### config.mk
export PLATFORM = sky130hd
export DESIGN_NAME = dual_bank_regfile_flat
export DESIGN_NICKNAME = d
export VERILOG_FILES = /design/src/rtl/dual_bank_regfile_if.sv /design/src/rtl/dual_bank_regfile.sv /design/src/flat_wrapper.sv
export SDC_FILE = /design/constraint.sdc
export NUM_CORES = 2
export LEC_CHECK = 0
export ABC_CLOCK_PERIOD_IN_PS = 4650
export CAP_MARGIN = 0
export CORE_MARGIN = 10
export CORE_UTILIZATION = 65
export DETAILED_ROUTE_END_ITERATION = 8
export PLACE_DENSITY = 0.9
export SETUP_SLACK_MARGIN = 0.1
export SKIP_LAST_GASP = 1
export SLEW_MARGIN = 20
export SYNTH_ARGS = -nofsm -noshare
export SYNTH_HDL_FRONTEND = slang
export SYNTH_SLANG_ARGS = --single-unit
### constraint.sdc
create_clock -name clk -period 4.65 [get_ports clk]
set_clock_uncertainty 0.05 [all_clocks]
set_input_delay 0.93 -clock clk [delete_from_list [all_inputs] [get_ports clk]]
set_output_delay 0.93 -clock clk [all_outputs]
set_load 0.01 [all_outputs]
### src/rtl/dual_bank_regfile_if.sv
// Register-file access bundle: write controls, read indices and the two read buses.
// The datapath drives the master side and the register file is the slave.
interface dual_bank_regfile_if #(
    parameter int DATA_W = 32,
    parameter int ADDR_W = 5
);
    logic              write;
    logic              regdst;
    logic              fpoint;
    logic [ADDR_W-1:0] rd;
    logic [ADDR_W-1:0] rs;
    logic [ADDR_W-1:0] rt;
    logic [DATA_W-1:0] busW;
    logic [DATA_W-1:0] busA;
    logic [DATA_W-1:0] busB;

    modport master (
        output write, regdst, fpoint, rd, rs, rt, busW,
        input  busA, busB
    );

    modport slave (
        input  write, regdst, fpoint, rd, rs, rt, busW,
        output busA, busB
    );
endinterface

### src/rtl/dual_bank_regfile.sv
// Integer + floating-point register banks with two combinational read ports.
// There is one write port, and it commits on the falling clock edge.
module dual_bank_regfile #(
    parameter int DATA_W = 32,
    parameter int ADDR_W = 5,
    parameter int NREGS  = 32
) (
    input  logic               clk,
    input  logic               rst_n,
    dual_bank_regfile_if.slave bus
);
    logic [DATA_W-1:0] r_int [NREGS];
    logic [DATA_W-1:0] r_fp  [NREGS];
    logic [ADDR_W-1:0] w_dest;

    assign w_dest = bus.regdst ? bus.rd : bus.rt;

    // Writes to integer r0 are dropped, so the stored word stays zero as well.
    always_ff @(negedge clk or negedge rst_n) begin
        if (!rst_n) begin
            for (int unsigned i = 0; i < NREGS; i++) begin
                r_int[i] <= '0;
                r_fp[i]  <= '0;
            end
        end else if (bus.write) begin
            if (bus.fpoint) begin
                r_fp[w_dest] <= bus.busW;
            end else if (w_dest != '0) begin
                r_int[w_dest] <= bus.busW;
            end
        end
    end

    always_comb begin
        bus.busA = '0;
        bus.busB = '0;
        if (bus.fpoint) begin
            bus.busA = r_fp[bus.rs];
            bus.busB = r_fp[bus.rt];
        end else begin
            if (bus.rs != '0) bus.busA = r_int[bus.rs];
            if (bus.rt != '0) bus.busB = r_int[bus.rt];
        end
    end
endmodule

### src/flat_wrapper.sv
// flat-port wrapper written by rule: the top's interface ports become plain ports
module dual_bank_regfile_flat 
#(
    parameter int DATA_W = 32,
    parameter int ADDR_W = 5,
    parameter int NREGS  = 32
)
  (clk, rst_n, bus_write, bus_regdst, bus_fpoint, bus_rd, bus_rs, bus_rt, bus_busW, bus_busA, bus_busB);
  dual_bank_regfile_if #(.DATA_W(DATA_W), .ADDR_W(ADDR_W)) bus_i ();
  input  logic clk;
  input  logic rst_n;
  input wire logic [$bits(bus_i.write)-1:0] bus_write;
  input wire logic [$bits(bus_i.regdst)-1:0] bus_regdst;
  input wire logic [$bits(bus_i.fpoint)-1:0] bus_fpoint;
  input wire logic [$bits(bus_i.rd)-1:0] bus_rd;
  input wire logic [$bits(bus_i.rs)-1:0] bus_rs;
  input wire logic [$bits(bus_i.rt)-1:0] bus_rt;
  input wire logic [$bits(bus_i.busW)-1:0] bus_busW;
  output wire logic [$bits(bus_i.busA)-1:0] bus_busA;
  output wire logic [$bits(bus_i.busB)-1:0] bus_busB;
  assign bus_i.write = bus_write;
  assign bus_i.regdst = bus_regdst;
  assign bus_i.fpoint = bus_fpoint;
  assign bus_i.rd = bus_rd;
  assign bus_i.rs = bus_rs;
  assign bus_i.rt = bus_rt;
  assign bus_i.busW = bus_busW;
  assign bus_busA = bus_i.busA;
  assign bus_busB = bus_i.busB;
  dual_bank_regfile #(.DATA_W(DATA_W), .ADDR_W(ADDR_W), .NREGS(NREGS)) u_core (.clk(clk), .rst_n(rst_n), .bus(bus_i));
endmodule
==> results_dict.tcl, run 1 <==
set metrics [dict create \
    synth_largest_area_cell "dfrtn_1" \
    grt_max_degree 115 \
    num_rows 149 \
    hpwl_um 245700 \
    synth-seq-cells 2048 \
    gp_congestion 0.9568 \
    syn_area_mm2 0.1080 \
    synthFlopType "dfrtn_1" \
    grt_usage_pct 76.81 \
    numPortBuffers 115 \
    h-tree-depth 4 \
    synth_area_per_cell_um2 15.28 \
    synth_top_cell_area_share_pct 47.44 \
    fp.dieW_um 427.7 \
    endpoint_type "primary output" \
    synth_cell_types 64 \
    yosysSeqAreaShare_pct 47.44 \
    firstError "[ERROR GRT-0232] Routing congestion too high. Check the congestion heatmap in the GUI." \
    syn_nets 7123 \
    cts.sinks 2048 \
    outcome "did not finish" \
    ctsHoldBuffers 0 \
    die-height_um 427.7 \
    crit_endpoint "bus_busA[4]" \
    async_flop_share_pct 100.0 \
    ys_warn_count 0 \
    start_util_pct 65.48 \
    num_io_pins 116 \
    cts_root_buf "clkbuf_16" \
    cts_made_buffers 202 \
    syn_inst 7071 \
    stop_stage "global routing (5_1_grt)" \
    synth-edff-count 0 \
    pre_cts_ws_ps -1397 \
    grt-ovfl-total 149 \
    clock_path_buffers 3 \
    synth_area_leaders "dfrtn_1 47%, mux4_2 21%, mux2_2 20%, a22oi_1 1.8%, clkbuf_1 1.5%" \
]
-- Yosys cell counts (4+ instances only) --
| cell | count |
|---|---|
| dfrtn_1 | 2048 |
| mux2_2 | 1945 |
| mux4_2 | 1004 |
| clkbuf_1 | 429 |
| buf_2 | 289 |
| a22oi_1 | 254 |
| nand2_1 | 178 |
| mux2i_1 | 134 |
| a21oi_1 | 121 |
| a22o_1 | 120 |
| mux2_1 | 87 |
| o21ai_0 | 69 |
| nor2_1 | 64 |
| buf_1 | 61 |
| nand3_1 | 52 |
| o22ai_1 | 49 |
| buf_4 | 32 |
| nor2b_1 | 16 |
| nand2b_1 | 8 |
| o211ai_1 | 8 |
| a211oi_1 | 6 |
| a311oi_1 | 6 |
| a31oi_1 | 5 |
| nand3b_1 | 5 |
| nor3_2 | 5 |
| a211o_1 | 4 |
| a221oi_1 | 4 |
| and3_1 | 4 |
| nand4_1 | 4 |
| nor2_2 | 4 |
| nor3_1 | 4 |
-- cells by family after synthesis --
family                 Yosys count  synth area share (%)
multiplexers                  3171                 43.38
flip-flops                    2048                 47.44
AND/OR/NAND/NOR                358                 1.488
AO/OA/AOI/OAI                  677                 4.398
buffers and inverters          817                 3.299
-- metrics by stage --
step                      setup TNS (ps)  utilization [%]  hold slack, ps  area (um2)  instances
after floorplan                  -373050                -           351.9      110500       7071
after global placement          -2201770            75.26           285.7      124200       9929
after detailed placement        -2337840            75.26           292.5      124200       9929
after CTS                        -144420            81.77           294.9      134900      10390
-- routing by layer --
metal | GRT usage, % | GRT overflow
met3 | 72.70 | 6
met2 | 87.81 | 79
met4 | 74.32 | 60
met1 | 72.05 | 2
met5 | 61.31 | 2
-- repair_timing --
action,in CTS
cloned,20
buffers inserted,75
pin swaps,199
resized for setup,877
endpoints found under the setup margin,2080
==> run 2: changes to the inputs <==
Settings changed: CORE_UTILIZATION 65 to 40, PLACE_DENSITY 0.9 to not set, PLACE_DENSITY_LB_ADDON set to 0.15, SETUP_SLACK_MARGIN 0.1 to not set.
==> run 2 against run 1 <==
  * Synthesized cell count unchanged
  * Area after synthesis unchanged
  * The flow now finishes, with violations (setup timing)
==> results_dict.tcl, run 2 <==
set metrics [dict create \
    outcome "finished with violations" \
    violations "setup timing" \
    grt-ovfl-total 0 \
    yosysSeqAreaShare_pct 47.44 \
    gp_congestion 0.8627 \
    synth-edff-count 0 \
    finalInstanceArea_mm2 0.1392 \
    crit_cells 5 \
    cts_tree "built" \
    synth_area_leaders "dfrtn_1 47%, mux4_2 21%, mux2_2 20%, a22oi_1 1.8%, clkbuf_1 1.5%" \
    grt_pass1_vias 78280 \
    num_rows 190 \
    slew_headroom_pct 42.55 \
    cts.sinks 2048 \
    clock_latency_ps 850 \
    ant_nets 0 \
    synth_cell_types 64 \
    power_density_mw_per_mm2 389.1 \
    synth_xor_area_share_pct 0 \
    ys_warn_count 0 \
    syn_area_mm2 0.1080 \
    rsz0062_at_grt "yes" \
    worst-setup-path-type "reg2out" \
    crit_start "u_core.r_int[157]$_DFFE_NN0P_" \
    synth_compound_area_share_pct 4.398 \
    synth.area.mux_share_pct 43.38 \
    numPortBuffers 115 \
    leakagePower_nw 63.10 \
    core_area_mm2 0.2684 \
    layout.cells.non_filler 11940 \
    grt_pass1_wl_um 583500 \
    layout-drive-gt1-share_pct 66.18 \
    min_path_type "reg2reg" \
    reg.largest.list "u_core.r_fp (1024), u_core.r_int (1024)" \
    crit_slowest_cell "mux4_2" \
    reg2reg_to "u_core.r_int[157]$_DFFE_NN0P_" \
    timing.final.ws_setup_ps -1518 \
    wire_per_inst_um 33.78 \
    die_area_mm2 0.2913 \
    crit_fanout 2 \
    synth_top_family_by_area "multiplexers" \
    hpwl_um 265700 \
    routed_wl_um 403200 \
    drc 0 \
    synth_largest_area_cell "dfrtn_1" \
    reg2reg_slack_ps 3560 \
    layout_commonest_cell "dfrtn_1" \
    synth_fa_ha_area_share_pct 0 \
    fp.dieW_um 539.7 \
    yosys.area_share.simple_pct 1.488 \
    synth-seq-cells 2048 \
    r2r-start "u_core.r_int[157]$_DFFE_NN0P_" \
    worst_slew_pin_slew_ps 861.7 \
    crit_chain "mux4_2 > mux4_2 > o211ai_1 > o211ai_1 > buf_2" \
    start_util_pct 40.25 \
    syn_to_final_growth_pct 28.82 \
    endpoint "bus_busB[29]" \
    synth_most_common_cell "dfrtn_1" \
    drv_cap 0 \
    cts_made_buffers 237 \
    nFillCells 22100 \
    drt_iter0_drc 6320 \
    synth_area_per_cell_um2 15.28 \
    worstPathArrival_ps 5190 \
    hold_viol_final 0 \
    final_cell_mix "2048 x dfrtn_1, 1543 x mux2_2, 1167 x buf_4, 1004 x mux4_2, 432 x mux2_4" \
    fin_setup_tns_ps -83140 \
    drt_first_pass_iters 6 \
    path_buf_inv 1 \
    slowest_delay_ps 580 \
    nets 8250 \
    grt_usage_pct 27.05 \
    antenna_found_initial 15 \
    total_power_mw 54.15 \
    synth_top_cells_by_count "2048 x dfrtn_1, 1945 x mux2_2, 1004 x mux4_2" \
    dp_cells 11440 \
    clk_pin_slew_worst_paths_ps 50 \
    async_flop_share_pct 100.0 \
    place_area_mm2 0.1277 \
    crit_path_end_kind "output pin" \
    num_io_pins 116 \
    post-route-util_pct 51.85 \
    synthFlopType "dfrtn_1" \
    grt_max_degree 96 \
    clock_path_buffers 4 \
    drv_slew 0 \
    whs_ps 289.0 \
    reg2reg_depth 3 \
    vdd_ir_drop_max_mv 0.3247 \
    setup_viol_count_final 80 \
    synth_top_cell_area_share_pct 47.44 \
    syn_inst 7071 \
    crit_family "multiplexers" \
    die-height_um 539.7 \
    vias 73890 \
    cp-start-kind "flip-flop" \
    pre_cts_ws_ps -1321 \
    cts_root_buf "clkbuf_16" \
    h-tree-depth 4 \
    syn_nets 7123 \
    required_ps 3670 \
    vias_per_cell 6.190 \
]
==> run 2: cell counts after synthesis <==
No cell type changed its count.
==> run 2: kinds of logic (layout without fill, tap and decap cells) <==
group	after synthesis	count (layout)
DFF	2048	2048
other	0	5
muxes	3171	3171
and+or+nand+nor	358	358
buffers and inverters	817	2126
AOI/OAI and AO/OA	677	677
==> run 2: worst min path at each step <==
stage | slack [ps] | startpoint | cells past startpoint | to
2_1_floorplan | 350 | u_core.r_int[1000]$_DFFE_NN0P_ | 1 | u_core.r_int[1000]$_DFFE_NN0P_
3_3_place_gp | 290 | u_core.r_int[1015]$_DFFE_NN0P_ | 0 | u_core.r_int[1015]$_DFFE_NN0P_
3_5_place_dp | 290 | u_core.r_int[1015]$_DFFE_NN0P_ | 0 | u_core.r_int[1015]$_DFFE_NN0P_
4_1_cts | 290 | u_core.r_int[1015]$_DFFE_NN0P_ | 0 | u_core.r_int[1015]$_DFFE_NN0P_
5_1_grt | 300 | u_core.r_int[997]$_DFFE_NN0P_ | 0 | u_core.r_int[997]$_DFFE_NN0P_
6_report | 290 | u_core.r_int[997]$_DFFE_NN0P_ | 0 | u_core.r_int[997]$_DFFE_NN0P_
==> run 2: routing by layer <==
layer	routed length, um	vias to the layer above	part of all wire [%]	GRT usage, %
met5	35	-	0.0087	0
met4	17940	6	4.4	10.55
met3	26750	751	6.6	4.506
met2	186700	2698	46	42.33
met1	171800	40640	43	37.75
li1	-	29790	-	-
==> run 2: timing repair <==
item | CTS | global route
gates cloned | 4 | 5
setup buffers | 47 | 24
endpoints found under the setup margin | 2027 | 276
hold buffers | 0 | 0
resized for setup | 789 | 175
pin swaps | 218 | 80
==> run 2: cell type report <==
type	instances	area [um2]	area share [%]
Inverter	4	22.52	0.01618
Tap cell	3552	4444	3.194
Clock buffer	351	7023	5.047
Sequential cell	2048	51250	36.83
Antenna cell	5	12.51	0.008991
Multi-Input combinational cell	4206	57820	41.55
Clock inverter	70	985.9	0.7085
Timing Repair Buffer	1701	17600	12.65
==> run 2: power by group <==
part,internal [mW],switching (mW),leakage (nW)
clock network,11.6,7.92,3.97
logic,7.12,4.85,31.7
registers,20.8,1.87,27.4
total,39.5,14.6,63.1
No activity file was read; power rests on OpenSTA's default activity.
